## src/rtl/uart_rx_ex.sv

```systemverilog
// rtl/uart_rx_ex.sv - UART receiver with runtime divider, 3-sample vote, parity and error flags
module uart_rx_ex #(
    parameter int NUMBER_OF_BITS = 8,
    parameter int DIVIDER_BITS   = 16,
    parameter int RX_SYNC_STAGES = 2,
    parameter int PARITY_MODE    = 0,
    parameter int STOP_BITS      = 1
) (
    input  logic                      clock,
    input  logic                      reset,
    input  logic [DIVIDER_BITS-1:0]   baud_divider,
    input  logic                      rx,
    output logic                      data_valid,
    input  logic                      data_ready,
    output logic [NUMBER_OF_BITS-1:0] data_bits,
    output logic                      parity_error,
    output logic                      framing_error,
    output logic                      break_detect,
    output logic                      overrun
);

    typedef enum logic [2:0] {
        ST_IDLE,
        ST_START,
        ST_DATA,
        ST_PARITY,
        ST_STOP
    } state_t;

    localparam logic [DIVIDER_BITS-1:0] ONE      = DIVIDER_BITS'(1);
    localparam logic [3:0]              LAST_BIT = 4'(NUMBER_OF_BITS - 1);
    localparam logic [3:0]              LAST_STP = 4'(STOP_BITS - 1);

    state_t                      state_q, state_d;
    logic [RX_SYNC_STAGES-1:0]   sync_q, sync_d;
    logic                        s_dly_q, s_dly_d;
    logic [DIVIDER_BITS-1:0]     dl_q, dl_d;
    logic [DIVIDER_BITS-1:0]     phase_q, phase_d;
    logic [3:0]                  bit_cnt_q, bit_cnt_d;
    logic                        samp_a_q, samp_a_d;
    logic                        samp_b_q, samp_b_d;
    logic [NUMBER_OF_BITS-1:0]   shift_q, shift_d;
    logic                        par_q, par_d;
    logic                        fe_q, fe_d;

    logic                        data_valid_q, data_valid_d;
    logic [NUMBER_OF_BITS-1:0]   data_bits_q, data_bits_d;
    logic                        parity_error_q, parity_error_d;
    logic                        framing_error_q, framing_error_d;
    logic                        break_detect_q, break_detect_d;
    logic                        overrun_q, overrun_d;

    logic                        s;
    logic [DIVIDER_BITS-1:0]     half;
    logic                        at_early, at_mid, at_resolve, at_end;
    logic                        maj;
    logic                        frame_done;
    logic                        done_fe, done_pe, done_brk;

    assign s          = sync_q[RX_SYNC_STAGES-1];
    assign half       = dl_q >> 1;
    assign at_early   = (phase_q == half - ONE);
    assign at_mid     = (phase_q == half);
    assign at_resolve = (phase_q == half + ONE);
    assign at_end     = (phase_q == dl_q - ONE);
    // Third vote is the live sample at the resolve phase.
    assign maj        = (samp_a_q & samp_b_q) | (samp_a_q & s) | (samp_b_q & s);

    always_comb begin
        state_d    = state_q;
        sync_d     = {sync_q[RX_SYNC_STAGES-2:0], rx};
        s_dly_d    = s;
        dl_d       = dl_q;
        phase_d    = at_end ? '0 : phase_q + ONE;
        bit_cnt_d  = bit_cnt_q;
        samp_a_d   = at_early ? s : samp_a_q;
        samp_b_d   = at_mid ? s : samp_b_q;
        shift_d    = shift_q;
        par_d      = par_q;
        fe_d       = fe_q;
        frame_done = 1'b0;

        case (state_q)
            ST_IDLE: begin
                phase_d = '0;
                if (s_dly_q && !s) begin
                    state_d = ST_START;
                    dl_d    = baud_divider;
                end
            end
            ST_START: begin
                fe_d = 1'b0;
                if (at_resolve && maj) begin
                    state_d = ST_IDLE;
                end else if (at_end) begin
                    state_d   = ST_DATA;
                    bit_cnt_d = '0;
                end
            end
            ST_DATA: begin
                if (at_resolve) begin
                    shift_d = {maj, shift_q[NUMBER_OF_BITS-1:1]};
                end
                if (at_end) begin
                    if (bit_cnt_q == LAST_BIT) begin
                        bit_cnt_d = '0;
                        state_d   = (PARITY_MODE != 0) ? ST_PARITY : ST_STOP;
                    end else begin
                        bit_cnt_d = bit_cnt_q + 4'd1;
                    end
                end
            end
            ST_PARITY: begin
                if (at_resolve) begin
                    par_d = maj;
                end
                if (at_end) begin
                    state_d   = ST_STOP;
                    bit_cnt_d = '0;
                end
            end
            ST_STOP: begin
                if (at_resolve && !maj) begin
                    fe_d = 1'b1;
                end
                // Finish at the last stop bit's vote so a following start edge is not missed.
                if (at_resolve && bit_cnt_q == LAST_STP) begin
                    frame_done = 1'b1;
                    state_d    = ST_IDLE;
                end else if (at_end) begin
                    bit_cnt_d = bit_cnt_q + 4'd1;
                end
            end
            default: begin
                state_d = ST_IDLE;
            end
        endcase
    end

    always_comb begin
        done_fe  = fe_q | ~maj;
        done_pe  = 1'b0;
        if (PARITY_MODE == 1) begin
            done_pe = (^shift_q) ^ par_q;
        end else if (PARITY_MODE == 2) begin
            done_pe = ~((^shift_q) ^ par_q);
        end
        done_brk = done_fe && (shift_q == '0) && ((PARITY_MODE == 0) || !par_q);
    end

    always_comb begin
        data_valid_d    = data_valid_q;
        data_bits_d     = data_bits_q;
        parity_error_d  = parity_error_q;
        framing_error_d = framing_error_q;
        break_detect_d  = break_detect_q;
        overrun_d       = 1'b0;

        if (data_valid_q && data_ready) begin
            data_valid_d = 1'b0;
        end
        if (frame_done) begin
            if (!data_valid_q || data_ready) begin
                data_valid_d    = 1'b1;
                data_bits_d     = shift_q;
                parity_error_d  = done_pe;
                framing_error_d = done_fe;
                break_detect_d  = done_brk;
            end else begin
                overrun_d = 1'b1;
            end
        end
    end

    always_ff @(posedge clock) begin
        if (reset) begin
            state_q         <= ST_IDLE;
            sync_q          <= '1;
            s_dly_q         <= 1'b1;
            dl_q            <= '0;
            phase_q         <= '0;
            bit_cnt_q       <= '0;
            samp_a_q        <= 1'b1;
            samp_b_q        <= 1'b1;
            shift_q         <= '0;
            par_q           <= 1'b0;
            fe_q            <= 1'b0;
            data_valid_q    <= 1'b0;
            data_bits_q     <= '0;
            parity_error_q  <= 1'b0;
            framing_error_q <= 1'b0;
            break_detect_q  <= 1'b0;
            overrun_q       <= 1'b0;
        end else begin
            state_q         <= state_d;
            sync_q          <= sync_d;
            s_dly_q         <= s_dly_d;
            dl_q            <= dl_d;
            phase_q         <= phase_d;
            bit_cnt_q       <= bit_cnt_d;
            samp_a_q        <= samp_a_d;
            samp_b_q        <= samp_b_d;
            shift_q         <= shift_d;
            par_q           <= par_d;
            fe_q            <= fe_d;
            data_valid_q    <= data_valid_d;
            data_bits_q     <= data_bits_d;
            parity_error_q  <= parity_error_d;
            framing_error_q <= framing_error_d;
            break_detect_q  <= break_detect_d;
            overrun_q       <= overrun_d;
        end
    end

    assign data_valid    = data_valid_q;
    assign data_bits     = data_bits_q;
    assign parity_error  = parity_error_q;
    assign framing_error = framing_error_q;
    assign break_detect  = break_detect_q;
    assign overrun       = overrun_q;

endmodule

```

## config.mk

```make
export PLATFORM = sky130hd
export DESIGN_NAME = uart_rx_ex
export DESIGN_NICKNAME = d
export VERILOG_FILES = /design/src/rtl/uart_rx_ex.sv
export SDC_FILE = /design/constraint.sdc
export NUM_CORES = 1
export LEC_CHECK = 0
export BUFFER_PORTS_ARGS = -buffer_cell sky130_fd_sc_hd__buf_4
export CAP_MARGIN = 25
export CORE_MARGIN = 2
export CORE_UTILIZATION = 30
export CTS_CLUSTER_DIAMETER = 120
export CTS_CLUSTER_SIZE = 30
export DETAILED_ROUTE_END_ITERATION = 10
export PLACE_DENSITY = 0.52
export SLEW_MARGIN = 40
export SYNTH_ARGS = -nofsm -noshare
export SYNTH_HDL_FRONTEND = slang
export SYNTH_SLANG_ARGS = --single-unit
```

## constraint.sdc

```tcl
create_clock -name clock -period 5 [get_ports clock]
set_clock_uncertainty 0.1 [all_clocks]
set_input_delay 0.25 -clock clock [delete_from_list [all_inputs] [get_ports clock]]
set_output_delay 0.25 -clock clock [all_outputs]
set_load 0.005 [all_outputs]
```

==> qor.yml <==
final_layout:
  n_fill_cell: 1488
  layout.cells.most_common_list: "dfxtp_1 (65), nand2_1 (62), nor2_1 (60)"
  postLayoutCoreUtil_pct: 34.6
  final_common_cell: "dfxtp_1"
  areaGrowthSynthToFinish_pct: 14.2
  num_antenna_cells: 0
  multi_input_area_sq_mm: 0.00279
  layout-drive-gt1-share_pct: 11.8
  seqCellArea_sq_mm: 0.00130
  nets: 579
timing:
  post-route-period-util_pct: 77.2
  drv_slew: 0
  worst_slew_pin_slew_ps: 765
  fmaxAchievable_mhz: 259
  min_period_ps: 3860
  hold_viol: 0
  relSlewSlack_pct: 47.7
  setup_viol: 0
  rsz0062_at_grt: "no"
  fin_tns_setup_ps: 0
power_and_ir_drop:
  p_leak_nw: 1.95
  peakVddDrop_uv: 166
  cellPowerDensity_mw_per_mm2: 289
  pwr-share-comb_pct: 10.3
  swShare_pct: 24.6
  netSwitchingPower_w: 0.000355
  pwr-share-seq_pct: 37.7
  p_int_w: 0.00109
  clkPwrFrac_pct: 52.0
setup_path:
  slowest_stage: "dfxtp_1"
  worstPathMaxFanout: 11
  crit_required_ps: 5170
  cp-start-kind: "flip-flop"
  crit_type: "reg2reg"
  cpPeakStageDelay_ps: 580
  arrival_ps: 4030
  cp-end-kind: "flip-flop"
  cp_cell_sequence: "ha_1 > nand3_1 > o21a_1 > or2_2 > o311ai_4 > o2111ai_2 > or3_4 > nand3b_1 > nand4b_1 > a21oi_1"
die:
  start_util_pct: 30.3
  die_area_sq_mm: 0.0155
  rows: 44
  die_w_um: 125
  die_y_um: 125
  coreArea_sq_mm: 0.0144
  pin_count: 33
clock_network:
  cts_inserted_buffers: 9
  cts_setup_buffers: 0
  cts_tree: "done"
  cts.sinks: 65
  path_clk_slew_ps: 60
  htree_levels: 3
  clkLatencyLatePin_ps: 340
  clock_path_buffers: 2
  cts-root-buf: "clkbuf_16"
grt:
  grt_use_met3_pct: 3.05
  grt_overflow_total: 0
  grt_use_met1_pct: 18.4
  track_usage_pct: 14.6
  met2_usage_pct: 23.9
  grt_max_degree: 52
  grt.busiest_layer: "met2"
  antenna_found_initial: 0
  grt_pass1_wl_mm: 18.6
  first_global_vias: 3762
placed_design:
  place_hpwl_mm: 8.18
  io_buffers: 31
  place.gp.congestion: 0.878
hold_path:
  hold_class: "in2reg"
yosys:
  ys_ff_latch: 65
  ys.warnings.count: 0
  synth.distinct_cells: 70
  synth-main-ff-cell: "dfxtp_1"
  synth_edf_count: 0
  synth_area_sq_mm: 0.00436
  synthArstFlopShare_pct: 0
  syn-num-nets: 582
  syn_avg_cell_area_sq_um: 7.86
  synth_seq_area_share_pct: 29.8
  netlist_instances: 555
detailed_routing:
  drtIter0Drc: 186
  vias: 3911
  routedWlPerCell_um: 15.1
  via_per_inst: 5.28
  drc_errors: 0
  wl_mm: 11.2
  dr.pass1.iters: 4
  route.antenna.remaining_nets: 0
flow_run:
  cap_violations: 0
outcome:
  status: "finished clean"
==> sequential cells by signal, summed over array words and instances, names as in the netlist <==
| name | count |
|---|---|
| phase_q | 16 |
| state_q | 3 |
| samp_a_q | 1 |
| shift_q | 8 |
| break_detect | 1 |
| fe_q | 1 |
| overrun | 1 |
| bit_cnt_q | 4 |
| sync_q | 2 |
| data_valid | 1 |
| samp_b_q | 1 |
| dl_q | 16 |
| framing_error | 1 |
| s_dly_q | 1 |
| data_bits | 8 |
==> metrics by stage <==
stage          cell area [sq um]  cells  power [W]  hold WS, ps  setup slack (ps)
2_1_floorplan               4360    555   0.000665          254              1850
3_3_place_gp                4620    724   0.000699          296              1220
3_5_place_dp                4620    724   0.000703          297              1150
4_1_cts                     4980    741    0.00145         51.2              1140
5_1_grt                     4980    741    0.00150         63.5               896
6_report                    4980    741    0.00144         58.2              1140
==> kinds of logic after synthesis <==
logic type | share of synthesized area (%)
AND/OR/NAND/NOR | 29.3
XOR/XNOR | 12.1
buffers and inverters | 6.26
adder cells (fa/ha/maj) | 2.24
multiplexers | 4.59
other | 0.0860
AO/OA/AOI/OAI | 15.6
flip-flops | 29.8
==> timing repair <==
item / in CTS / in global routing
resized for setup: 0 / 0
hold buffers: 1 / 0
hold endpoints to repair: 1 / 0
setup endpoints to repair: 0 / 0
==> Yosys cell counts, types with 2 or more instances <==
cell type | instances | area [sq um]
dfxtp_1 | 65 | 1300
nand2_1 | 62 | 233
nor2_1 | 60 | 225
xnor2_1 | 31 | 272
a21oi_1 | 28 | 140
clkbuf_1 | 26 | 97.6
xor2_1 | 25 | 219
mux2i_1 | 20 | 200
nand3_1 | 18 | 90.1
inv_1 | 16 | 60.1
o21ai_0 | 16 | 80.1
buf_2 | 14 | 70.1
and3_1 | 13 | 81.3
nor3_1 | 12 | 60.1
nand4_1 | 11 | 68.8
nand2b_1 | 10 | 62.6
nand3b_1 | 9 | 67.6
nor4_1 | 8 | 50.1
a31oi_1 | 7 | 43.8
ha_1 | 7 | 87.6
nor2b_1 | 6 | 37.5
o211ai_1 | 6 | 45.0
nor3b_1 | 5 | 37.5
or2_2 | 5 | 31.3
a211o_1 | 4 | 35.0
a211oi_1 | 4 | 30.0
and2_1 | 4 | 25.0
nor4b_1 | 4 | 35.0
and4_1 | 3 | 26.3
buf_1 | 3 | 11.3
buf_4 | 3 | 22.5
or4_1 | 3 | 22.5
a21boi_0 | 2 | 15.0
a21o_1 | 2 | 15.0
a41oi_1 | 2 | 17.5
nor4_4 | 2 | 42.5
o211a_1 | 2 | 20.0
o21bai_1 | 2 | 15.0
o31ai_1 | 2 | 15.0
o41ai_1 | 2 | 17.5
or3_1 | 2 | 12.5
==> worst max-delay path: cells and delay by family, from the launching register on <==
kind | cells | cell delay [ps]
AOI/OAI and AO/OA | 4 | 900
adders and majority gates | 1 | 420
DFF | 1 | 580
and+or+nand+nor | 5 | 1800
==> cell type report <==
class	count	area share [%]
flip-flops and latches	65	26.1
well taps	184	4.62
clock buffers	9	4.52
clock inverters	7	2.51
inverters	16	1.21
multi-input cells	427	56.0
repair buffers	33	5.03
==> routing by layer <==
metal	part of all wire (%)	routed length, um
met4	3.1	342
met3	4.5	497
met5	0	0
met1	46	5150
met2	46	5160
==> worst paths after layout <==
| kind | from | end | slack [ps] | cells past startpoint |
|---|---|---|---|---|
| setup / recovery | dl_q[2]$_SDFFE_PP0P_ | break_detect$_SDFFE_PP0P_ | 1140 | 10 |
| hold / removal | baud_divider[0] | dl_q[0]$_SDFFE_PP0P_ | 60 | 3 |
| setup reg to reg | dl_q[2]$_SDFFE_PP0P_ | break_detect$_SDFFE_PP0P_ | 1140 | 10 |
| hold reg to reg | sync_q[0]$_SDFF_PP1_ | sync_q[1]$_SDFF_PP1_ | 310 | 1 |
==> power groups by stage <==
| stage | Combinational, W | Clock (W) | Sequential (W) |
|---|---|---|---|
| global placement | 0.000145 | 0 | 0.000554 |
| global route | 0.000167 | 0.000785 | 0.000545 |
| detailed placement | 0.000149 | 0 | 0.000554 |
| CTS | 0.000150 | 0.000760 | 0.000543 |
| floorplan | 0.000125 | 0 | 0.000540 |
| finish | 0.000149 | 0.000749 | 0.000543 |
(Power assumes the default switching activity.)
